===== config.mk =====
export PLATFORM = sky130hd
export DESIGN_NAME = jogador_automatico
export DESIGN_NICKNAME = d
export VERILOG_FILES = /design/src/rtl/jogador_automatico.sv
export SDC_FILE = /design/constraint.sdc
export NUM_CORES = 1
export LEC_CHECK = 0
export BUFFER_PORTS_ARGS = -buffer_cell sky130_fd_sc_hd__buf_2
export CORE_MARGIN = 1.5
export CORE_UTILIZATION = 51
export DETAILED_ROUTE_END_ITERATION = 7
export PLACE_DENSITY = 0.84
export SYNTH_ARGS = -nofsm -noshare
export SYNTH_HDL_FRONTEND = slang
export SYNTH_SLANG_ARGS = --single-unit

===== constraint.sdc =====
create_clock -name clock -period 2.2 [get_ports clock]
set_input_delay 0.44 -clock clock [delete_from_list [all_inputs] [get_ports clock]]
set_output_delay 0.44 -clock clock [all_outputs]
set_load 0.02 [all_outputs]

===== src/rtl/jogador_automatico.sv =====
// Automatic player for the memory game: drives a fixed one-hot play sequence
// and reports whether the game ended the way the run requested.
module jogador_automatico #(
    parameter int unsigned START_CYCLES = 5,
    parameter int unsigned HOLD_CYCLES  = 10,
    parameter int unsigned GAP_CYCLES   = 10,
    parameter int unsigned NUM_JOGADAS  = 16
) (
    input  logic       clock,
    input  logic       reset,
    input  logic       executar,
    input  logic       injetar,
    input  logic [3:0] jogada_erro,
    input  logic       pronto_jogo,
    input  logic       acertou_jogo,
    input  logic       errou_jogo,
    output logic       iniciar,
    output logic [3:0] chaves,
    output logic       ocupado,
    output logic       fim,
    output logic       sucesso,
    output logic [4:0] jogadas_feitas,
    output logic [3:0] db_estado
);

    typedef enum logic [2:0] {
        StOcioso = 3'd0,
        StInicia = 3'd1,
        StEspera = 3'd2,
        StAplica = 3'd3,
        StSolta  = 3'd4,
        StFim    = 3'd5
    } state_t;

    localparam logic [15:0] StartLast = 16'(START_CYCLES - 1);
    localparam logic [15:0] HoldLast  = 16'(HOLD_CYCLES - 1);
    localparam logic [15:0] GapLast   = 16'(GAP_CYCLES - 1);
    localparam logic [3:0]  LastK     = 4'(NUM_JOGADAS - 1);
    localparam logic [4:0]  NumJ      = 5'(NUM_JOGADAS);

    state_t      state_q, state_d;
    logic [15:0] cnt_q, cnt_d;
    logic [3:0]  k_q, k_d, err_q, err_d;
    logic [4:0]  feitas_q, feitas_d;
    logic        inj_q, inj_d, suc_q, suc_d;
    logic        p_q, p_d, a_q, a_d, e_q, e_d;
    logic        iniciar_q, iniciar_d, ocupado_q, ocupado_d, fim_q, fim_d;
    logic [3:0]  chaves_q, chaves_d, estado_q, estado_d;
    logic        eff, at_err, last_k, p_now, a_now, e_now;
    logic [3:0]  esperado, jogada;

    assign eff    = inj_q && ({1'b0, err_q} < NumJ);
    assign at_err = eff && (k_q == err_q);
    assign last_k = (k_q == LastK);
    // Responses on the final SOLTA cycle still count toward the decision.
    assign p_now  = p_q | pronto_jogo;
    assign a_now  = a_q | acertou_jogo;
    assign e_now  = e_q | errou_jogo;

    always_ff @(posedge clock) begin
        if (reset) begin
            state_q   <= StOcioso;
            cnt_q     <= '0;
            k_q       <= '0;
            err_q     <= '0;
            feitas_q  <= '0;
            inj_q     <= 1'b0;
            suc_q     <= 1'b0;
            p_q       <= 1'b0;
            a_q       <= 1'b0;
            e_q       <= 1'b0;
            iniciar_q <= 1'b0;
            ocupado_q <= 1'b0;
            fim_q     <= 1'b0;
            chaves_q  <= '0;
            estado_q  <= '0;
        end else begin
            state_q   <= state_d;
            cnt_q     <= cnt_d;
            k_q       <= k_d;
            err_q     <= err_d;
            feitas_q  <= feitas_d;
            inj_q     <= inj_d;
            suc_q     <= suc_d;
            p_q       <= p_d;
            a_q       <= a_d;
            e_q       <= e_d;
            iniciar_q <= iniciar_d;
            ocupado_q <= ocupado_d;
            fim_q     <= fim_d;
            chaves_q  <= chaves_d;
            estado_q  <= estado_d;
        end
    end

    always_comb begin
        state_d  = state_q;
        cnt_d    = cnt_q;
        k_d      = k_q;
        err_d    = err_q;
        feitas_d = feitas_q;
        inj_d    = inj_q;
        suc_d    = suc_q;
        p_d      = p_q;
        a_d      = a_q;
        e_d      = e_q;
        unique case (state_q)
            StOcioso, StFim: begin
                if (executar) begin
                    state_d  = StInicia;
                    cnt_d    = '0;
                    k_d      = '0;
                    inj_d    = injetar;
                    err_d    = jogada_erro;
                    feitas_d = '0;
                    suc_d    = 1'b0;
                end
            end
            StInicia: begin
                if (cnt_q == StartLast) begin
                    state_d = StEspera;
                    cnt_d   = '0;
                end else begin
                    cnt_d = cnt_q + 16'd1;
                end
            end
            StEspera: begin
                if (cnt_q == GapLast) begin
                    state_d = StAplica;
                    cnt_d   = '0;
                    k_d     = '0;
                    p_d     = 1'b0;
                    a_d     = 1'b0;
                    e_d     = 1'b0;
                end else begin
                    cnt_d = cnt_q + 16'd1;
                end
            end
            StAplica: begin
                p_d = p_now;
                a_d = a_now;
                e_d = e_now;
                if (cnt_q == HoldLast) begin
                    state_d  = StSolta;
                    cnt_d    = '0;
                    feitas_d = feitas_q + 5'd1;
                end else begin
                    cnt_d = cnt_q + 16'd1;
                end
            end
            StSolta: begin
                p_d = p_now;
                a_d = a_now;
                e_d = e_now;
                if (cnt_q == GapLast) begin
                    cnt_d = '0;
                    if (p_now) begin
                        state_d = StFim;
                        suc_d   = (at_err && e_now && !a_now) ||
                                  (!eff && last_k && a_now && !e_now);
                    end else if (last_k || at_err) begin
                        state_d = StFim;
                        suc_d   = 1'b0;
                    end else begin
                        state_d = StAplica;
                        k_d     = k_q + 4'd1;
                        p_d     = 1'b0;
                        a_d     = 1'b0;
                        e_d     = 1'b0;
                    end
                end else begin
                    cnt_d = cnt_q + 16'd1;
                end
            end
            default: state_d = StOcioso;
        endcase
    end

    // Outputs are decoded from next-state values so registered outputs line up with the state.
    always_comb begin
        esperado  = 4'b0001 << k_d[1:0];
        jogada    = (eff && (k_d == err_q)) ? {esperado[2:0], esperado[3]} : esperado;
        iniciar_d = (state_d == StInicia);
        chaves_d  = (state_d == StAplica) ? jogada : 4'd0;
        ocupado_d = (state_d == StInicia) || (state_d == StEspera) ||
                    (state_d == StAplica) || (state_d == StSolta);
        fim_d     = (state_d == StFim);
        estado_d  = {1'b0, state_d};
    end

    assign iniciar        = iniciar_q;
    assign chaves         = chaves_q;
    assign ocupado        = ocupado_q;
    assign fim            = fim_q;
    assign sucesso        = suc_q;
    assign jogadas_feitas = feitas_q;
    assign db_estado      = estado_q;

endmodule


# Word-level counts from Yosys, hierarchy flattened
# Cells that the tools add are included.
[totals]
wordCells = 110
reg_bits = 45
inputBits = 11
out_inout_bits = 17
[classes]
n_mux = 39
n_bitwise = 4
shifts = 1
eq_ne = 20
addsub = 3
n_reduce_logical = 28
[ops]
columns = ["op", "count"]
rows = [
  ["16-bit two-way mux", 3],
  ["16-bit case mux with 3 select lines", 1],
  ["4-bit two-way mux", 6],
  ["3-bit two-way mux", 7],
  ["16-bit by 1-bit adder with 16-bit output, second input constant", 1],
  ["16-bit by 3-bit == test with 1-bit output, second input constant", 1],
  ["16-bit by 4-bit == test with 1-bit output, second input constant", 1],
  ["3-bit case mux with 5 select lines", 1],
  ["1-bit two-way mux", 13],
  ["3-bit by 2-bit == test with 1-bit output, second input constant", 4],
  ["3-bit == test, second input constant", 4],
  ["4-bit case mux with 3 select lines", 1],
  ["5-bit two-way mux", 2],
  ["5-bit case mux with 2 select lines", 1],
  ["1-bit case mux with 3 select lines", 3],
  ["4-bit == test", 2],
  ["2-bit != test, second input constant", 4],
  ["1-bit logical AND", 7],
  ["3-bit by 1-bit == test with 1-bit output, second input constant", 2],
  ["2-bit AND reduction", 3],
  ["3-bit nonzero test", 2],
  ["5-bit by 1-bit adder with 5-bit output, second input constant", 1],
  ["1-bit logical OR", 5],
  ["4-bit by 1-bit adder with 4-bit output, second input constant", 1],
  ["13 further kinds", 19],
]

# Logic depth before layout (Yosys ltp)
# Gate-level depths: netlist (run 1).
[depth]
ltp_word = 11
ltp_mapped = 11
mapped_depth_nobuf = 10

# Worst setup path after synthesis (run 1)
# Ideal clock, no wire load.
[synth_path]
kind = "reg2reg"
start = "register k_q[0]"
end = "register chaves_q[1], in the netlist chaves[1]"
setup_time_ns = 0.090
stages_incl_launch_ff = 10
arrival_time_ns = 2.190
t_required_ns = 2.110
n_path_buf = 0
path_slack_ns = -0.080
period_less_slack_ns = 2.280
cell_sequence = "dfxtp_1 ha_1 nand3_1 nor3b_1 o2111ai_4 mux2i_2 nor4b_2 o211a_4 a21boi_2 nor4bb_2"
[synth_via]
elab_chain_cells = 10
elab_cells_between_ends = 22
[synth_rtl]
columns = ["item", "line", "rtl"]
rows = [
  ["start: declaration", "43", "logic [3:0] k_q, k_d, err_q, err_d;"],
  ["start signal: assignment", "80", "k_q <= k_d;"],
  ["branches (longest 10 deep; another with 4-bit by 1-bit adder with 4-bit output)", "-", ""],
  ["end signal: assignment", "91", "chaves_q <= chaves_d;"],
  ["end: declaration", "48", "logic [3:0] chaves_q, chaves_d, estado_q, estado_d;"],
]
# Parallel ways; which one is timed is not known.
# A chain may end at the register's enable or synchronous reset.

# Worst setup path after layout (run 1)
# Ends and elaborated chain as after synthesis.

==> results of run 1 <==
synth_stat cells (all sizes together) (5+ instances only):
cell,instances
nand3,10
clkbuf,11
a21oi,20
dfxtp,44
nand4,9
ha,5
and3,6
xnor2,7
buf,6
nor4,6
nand2,28
inv,9
nor2,58
nor2b,5
mux2i,8
a311oi,5
o21ai,18
xor2,6
final timing paths:
check	endpoint	depth (start not counted)	slack [ns]
worst max register to register	chaves[1]	11	-0.12
worst max-delay path	chaves[1]	11	-0.12
worst min register to register	a_q	2	0.51
worst min-delay path	eff	3	0.37
kinds of logic (layout without fill, tap and decap cells):
| logic type | Yosys count | in the layout | share of synthesized area, % |
|---|---|---|---|
| buffers and inverters | 26 | 115 | 4.56 |
| other | 1 | 1 | 0.144 |
| multiplexers | 8 | 8 | 3.22 |
| AND/OR/NAND/NOR | 148 | 148 | 30.2 |
| adder cells (fa/ha/maj) | 5 | 5 | 2.40 |
| XOR/XNOR | 13 | 13 | 4.37 |
| flip-flops | 44 | 44 | 33.8 |
| AO/OA/AOI/OAI | 78 | 78 | 21.3 |
registers in the layout (all words and copies together) (netlist names):
name and count:
sucesso 1, eff 1, e_q 1, iniciar 1, p_q 1, err_q 4
jogadas_feitas 5, fim 1, cnt_q 16, db_estado 3, ocupado 1, k_q 4
a_q 1, chaves 4
what timing repair did:
item | in CTS | in global routing
pin swaps | 10 | 24
buffers inserted | 2 | 7
resized for setup | 11 | 38
hold endpoints to repair | 0 | 0
endpoints found under the setup margin | 6 | 23
cloned | 0 | 2
routing by layer:
layer | vias to the layer above | wire [um]
met1 | 1320 | 3110
li1 | 1340 | -
met4 | 0 | 291
met2 | 126 | 3880
met3 | 36 | 410
met5 | - | 0
per-stage QoR:
step	utilization, %	hold slack, ns	setup TNS (ns)
after floorplan	-	0.437	-0.0138
after global placement	66.6	0.451	-0.255
after detailed placement	66.6	0.461	-0.418
after CTS	70.1	0.371	-0.192
after global routing	73.9	0.374	-2.87
final	73.9	0.368	-0.902
cell type report:
class                      instances  area [um^2]
clock buffer                       5         68.8
tap                               67         83.8
sequential                        44          891
multi-input combinational        253         1760
timing repair buffer              98          683
inverter                           9         33.8
clock inverter                     3         42.5
fill                             362         1250
critical path: stages, from the launching register on:
cell,delay [ns]
sky130_fd_sc_hd__dfxtp_1,0.35
sky130_fd_sc_hd__buf_4,0.16
sky130_fd_sc_hd__xnor2_2,0.20
sky130_fd_sc_hd__and3_1,0.25
sky130_fd_sc_hd__a311oi_2,0.11
sky130_fd_sc_hd__buf_4,0.17
sky130_fd_sc_hd__buf_4,0.13
sky130_fd_sc_hd__nor2_1,0.17
sky130_fd_sc_hd__o21bai_1,0.13
sky130_fd_sc_hd__buf_4,0.17
sky130_fd_sc_hd__a21boi_2,0.16
sky130_fd_sc_hd__nor4bb_2,0.24
where the power goes:
part,internal [mW],total (mW),leakage [nW],switching [mW]
Combinational,0.117,0.276,1.09,0.159
Sequential,0.811,0.829,0.360,0.0183
Clock,0.336,0.634,0.0541,0.298
Total,1.26,1.74,1.50,0.476
==> flow_summary.json, run 1 <==
{
  "vias_per_cell": 5.89,
  "clk_pin_slew_worst_paths_ns": 0.09,
  "most_frequent_standard_cell_in_the_layout_excluding_fill_and_tap_cells": "sky130_fd_sc_hd__buf_4",
  "fmax_mhz": 431,
  "drt-initial-drc-count": 238,
  "drt_drc_violations_left": 0,
  "via_count": 2822,
  "clock_insertion_delay_worst_skew_ns": 0.31,
  "mappedNetlistArea_um2": 2610,
  "synth_cells": 323,
  "synth_enable_flop_cells": 0,
  "seq_area_frac_synth_pct": 33.8,
  "cp-startpoint": "k_q[0]",
  "detail_route.wirelength_mm": 7.69,
  "min-delay-path-class": "in -> reg",
  "cts_inserted_buffers": 5,
  "yosys.area.top_type": "sky130_fd_sc_hd__dfxtp_1",
  "grt_setup_unrepaired": "true",
  "final_antenna_net_count": 0,
  "power_per_cell_area_nw_per_um2": 488,
  "busiest_layer": "met2",
  "synth.top_cell.area_share_pct": 33.8,
  "timing_max_transition_violations_final": 0,
  "place.detailed.instances": 460,
  "yosys.cell_types.count": 62,
  "fin_ws_ns": -0.122,
  "area_delta_synth_final_pct": 36.7,
  "timing.critical_path.fanout_max": 7,
  "final_cell_mix": "sky130_fd_sc_hd__buf_4 (67), sky130_fd_sc_hd__nor2_1 (53), sky130_fd_sc_hd__dfxtp_1 (36)",
  "number_of_hold_buffers_added_after_cts": 0,
  "period_share_pct": 106,
  "min_period_ns": 2.32,
  "design_power_total_mw": 1.74,
  "htree_levels": 2,
  "crit_path_start_kind": "flop",
  "met1_usage_pct": 30.8,
  "core_um2": 4820,
  "wire_per_inst_um": 16.1,
  "drive_above_1_share_pct": 39.1,
  "std_cell_rows": 25,
  "finalSetupViolations": 13,
  "path_class": "reg -> reg",
  "detailed_place.area_um2": 3210,
  "start_of_the_worst_register_to_register_path": "k_q[0]",
  "grt_pass1_vias": 2563,
  "critPathCaptureType": "flop",
  "fp.dieH_um": 74.5,
  "number_of_buffers_added_on_ports": 26,
  "finalClockSkew_ns": 0.0123,
  "max_cap_viols": 0,
  "nets": 427,
  "grt_start_max_net_pins": 18,
  "syn_avg_cell_area_um2": 8.07,
  "synth_seq_cells": 44,
  "initial_util_pct": 54.1,
  "groute.usage.overall_pct": 26.6,
  "arr_time_crit_path_ns": 2.55,
  "gr_met2_demand_resource_pct": 48.8,
  "synthesized_net_count": 339,
  "floorplan.die.width_um": 74.5,
  "worst_ir_drop_vdd_mv": 0.293,
  "clkSinkCount": 44,
  "final_cell_count_no_fill": 479,
  "critical_path_required_ns": 2.43,
  "clockRootBuffer": "sky130_fd_sc_hd__clkbuf_8",
  "worst_hold_startpoint": "injetar",
  "globalRoute.totalOverflow": 0,
  "final_cell_area_um2": 3560,
  "ctsLongestPathBuffers": 2,
  "grt_first_pass_wirelength_mm": 11.4,
  "yosysWarningCount": 0,
  "dp_slack_ns": -0.113,
  "top_level_ports": 28,
  "gp_routability_congestion": 0.933,
  "initial_antenna_violation_count": 0,
  "tritoncts": "built",
  "failing_checks": "setup timing",
  "grt_use_met3_pct": 4.61,
  "floorplan.die_area_um2": 5550,
  "run_status": "finished, violations left",
  "place_hpwl_mm": 4.83,
  "power.static_leakage_nw": 1.50,
  "ys_async_sr_fraction_pct": 0,
  "firstDrtPassIters": 5,
  "synth.top_cells.by_area": "sky130_fd_sc_hd__dfxtp_1 (34%), sky130_fd_sc_hd__nor2_1 (8.4%), sky130_fd_sc_hd__nand2_1 (3.9%)",
  "diodes": 0,
  "postSynth.topFlopCell": "sky130_fd_sc_hd__dfxtp_1",
  "final-hold-violation-count": 0
}
No activity file was read; power rests on OpenSTA's default activity.
==> inputs of run 2 (changes only) <==
CORE_UTILIZATION = 43   (was 51)
PLACE_DENSITY = 0.74   (was 0.84)
==> flow_summary.json, run 2 (synthesis gave the netlist of run 1 again) <==
{
  "floorplan.die_area_um2": 6540,
  "cp_slowest_stage_delay_ns": 0.33,
  "cp_top_family": "buffers and inverters",
  "power_frac_clock_pct": 33.3,
  "gr_met2_demand_resource_pct": 40.3,
  "busiest_layer": "met2",
  "run_status": "finished, violations left",
  "arr_time_crit_path_ns": 2.71,
  "timing_max_transition_violations_final": 0,
  "floorplan.die.width_um": 80.9,
  "fin_util_pct": 61.9,
  "critPathCaptureType": "flop",
  "nets": 428,
  "firstDrtPassIters": 5,
  "std_cell_rows": 28,
  "path_class": "reg -> reg",
  "initial_antenna_violation_count": 0,
  "final_cell_count_no_fill": 487,
  "power_switching_mw": 0.470,
  "gp_routability_congestion": 0.932,
  "place.detailed.instances": 468,
  "share_seq_of_total_power_pct": 49.2,
  "area_delta_synth_final_pct": 39.8,
  "regMostFlops": "cnt_q",
  "switching_share_pct": 27.9,
  "worst_slack_on_hold_paths_ns": 0.371,
  "cp_num_buf_inv": 5,
  "number_of_hold_buffers_added_after_cts": 0,
  "globalRoute.totalOverflow": 0,
  "detail_route.wirelength_mm": 8.11,
  "grt_pass1_vias": 2586,
  "met1_usage_pct": 31.2,
  "vias_per_cell": 5.86,
  "cpMostUsedCell": "sky130_fd_sc_hd__buf_4",
  "fin_ws_ns": -0.272,
  "max_cap_viols": 0,
  "grt_setup_unrepaired": "true",
  "final_antenna_net_count": 0,
  "finalSetupViolations": 22,
  "dp_slack_ns": -0.270,
  "power_per_cell_area_nw_per_um2": 462,
  "timing.critical_path.fanout_max": 5,
  "fp.dieH_um": 80.9,
  "place_hpwl_mm": 5.00,
  "period_share_pct": 112,
  "core_um2": 5890,
  "initial_util_pct": 44.3,
  "tightestPinTransition_ns": 0.531,
  "final-hold-violation-count": 0,
  "grt_start_max_net_pins": 32,
  "clockRootBuffer": "sky130_fd_sc_hd__clkbuf_8",
  "clkSinkCount": 44,
  "number_of_buffers_added_on_ports": 26,
  "grt_use_met3_pct": 4.49,
  "finalClockSkew_ns": 0.00627,
  "crit_path_cell_trace": "inv_2 -> ha_4 -> and3b_1 -> buf_4 -> nand4_1 -> a311oi_2 -> buf_4 -> buf_4 -> a31oi_4 -> buf_4 -> nor2_1 -> nand4_1 -> a21oi_2",
  "slowest_stage": "sky130_fd_sc_hd__dfxtp_2",
  "groute.usage.overall_pct": 24.1,
  "power.static_leakage_nw": 1.51,
  "drive_above_1_share_pct": 41.0,
  "min-delay-path-class": "in -> reg",
  "top_level_ports": 28,
  "ctsLongestPathBuffers": 2,
  "crit_path_start_kind": "flop",
  "worst_ir_drop_vdd_mv": 0.306,
  "cts_inserted_buffers": 5,
  "power.share.combinational_pct": 17.5,
  "most_frequent_standard_cell_in_the_layout_excluding_fill_and_tap_cells": "sky130_fd_sc_hd__buf_4",
  "clk_pin_slew_worst_paths_ns": 0.08,
  "drt-initial-drc-count": 297,
  "clock_insertion_delay_worst_skew_ns": 0.31,
  "fmax_mhz": 405,
  "drt_drc_violations_left": 0,
  "largest_register_ffs": 16,
  "diodes": 0,
  "tritoncts": "built",
  "grt_first_pass_wirelength_mm": 12.2,
  "design_power_total_mw": 1.68,
  "critical_path_required_ns": 2.44,
  "power_report.internal_total_mw": 1.21,
  "final_cell_mix": "sky130_fd_sc_hd__buf_4 (70), sky130_fd_sc_hd__nor2_1 (49), sky130_fd_sc_hd__dfxtp_1 (37)",
  "min_period_ns": 2.47,
  "failing_checks": "setup timing",
  "htree_levels": 2,
  "via_count": 2855,
  "wire_per_inst_um": 16.6,
  "maxSlewHeadroom_pct": 64.5
}
-- run 2: final timing paths --
check        depth (start not counted)  slack (ns)           start   endpoint
max                                 13       -0.27        cnt_q[1]  chaves[0]
min                                  3        0.37  jogada_erro[2]   err_q[2]
max reg2reg                         13       -0.27        cnt_q[1]  chaves[0]
min reg2reg                          2        0.48             e_q        e_q
-- run 2: repair_timing --
action / CTS / global route
setup endpoints to repair: 8 / 22
setup buffers: 9 / 2
cloned: 1 / 1
gates resized for setup: 16 / 49
pin swaps: 12 / 35
endpoints found under the hold margin: 0 / 0
-- run 2: through the flow --
| step | TNS [ns] | instance area (um^2) |
|---|---|---|
| after global routing | -4.40 | 3640 |
| final | -2.90 | 3640 |
| after floorplan | -0.0138 | 2620 |
| after CTS | -0.447 | 3450 |
| after global placement | -0.370 | 3220 |
| after detailed placement | -0.795 | 3220 |
-- run 2: layout make-up --
type | count | area, um^2
repair buffers | 99 | 689
multi-input cells | 253 | 1840
fillers | 488 | 2240
clock buffers | 7 | 96.3
flip-flops and latches | 44 | 890
inverters | 9 | 33.8
well taps | 75 | 93.8
-- run 2: routing by layer --
| metal | part of all wire, % | wire, um |
|---|---|---|
| met4 | 3.0 | 246 |
| met2 | 48 | 3910 |
| met3 | 6.4 | 516 |
| met5 | 0 | 0 |
| met1 | 42 | 3430 |
-- run 2: power by group through the flow --
stage	clock (mW)	sequential (mW)	combinational (mW)
global route	0.590	0.829	0.314
global placement	0	0.842	0.230
floorplan	0	0.848	0.143
detailed placement	0	0.843	0.235
CTS	0.561	0.825	0.252
finish	0.561	0.828	0.295
-- run 2: worst min-delay path, delay by kind of cell --
| family | cells | cell delay, ns |
|---|---|---|
| muxes | 1 | 0.05 |
| and+or+nand+nor | 1 | 0.07 |
| buffers and inverters | 1 | 0.07 |
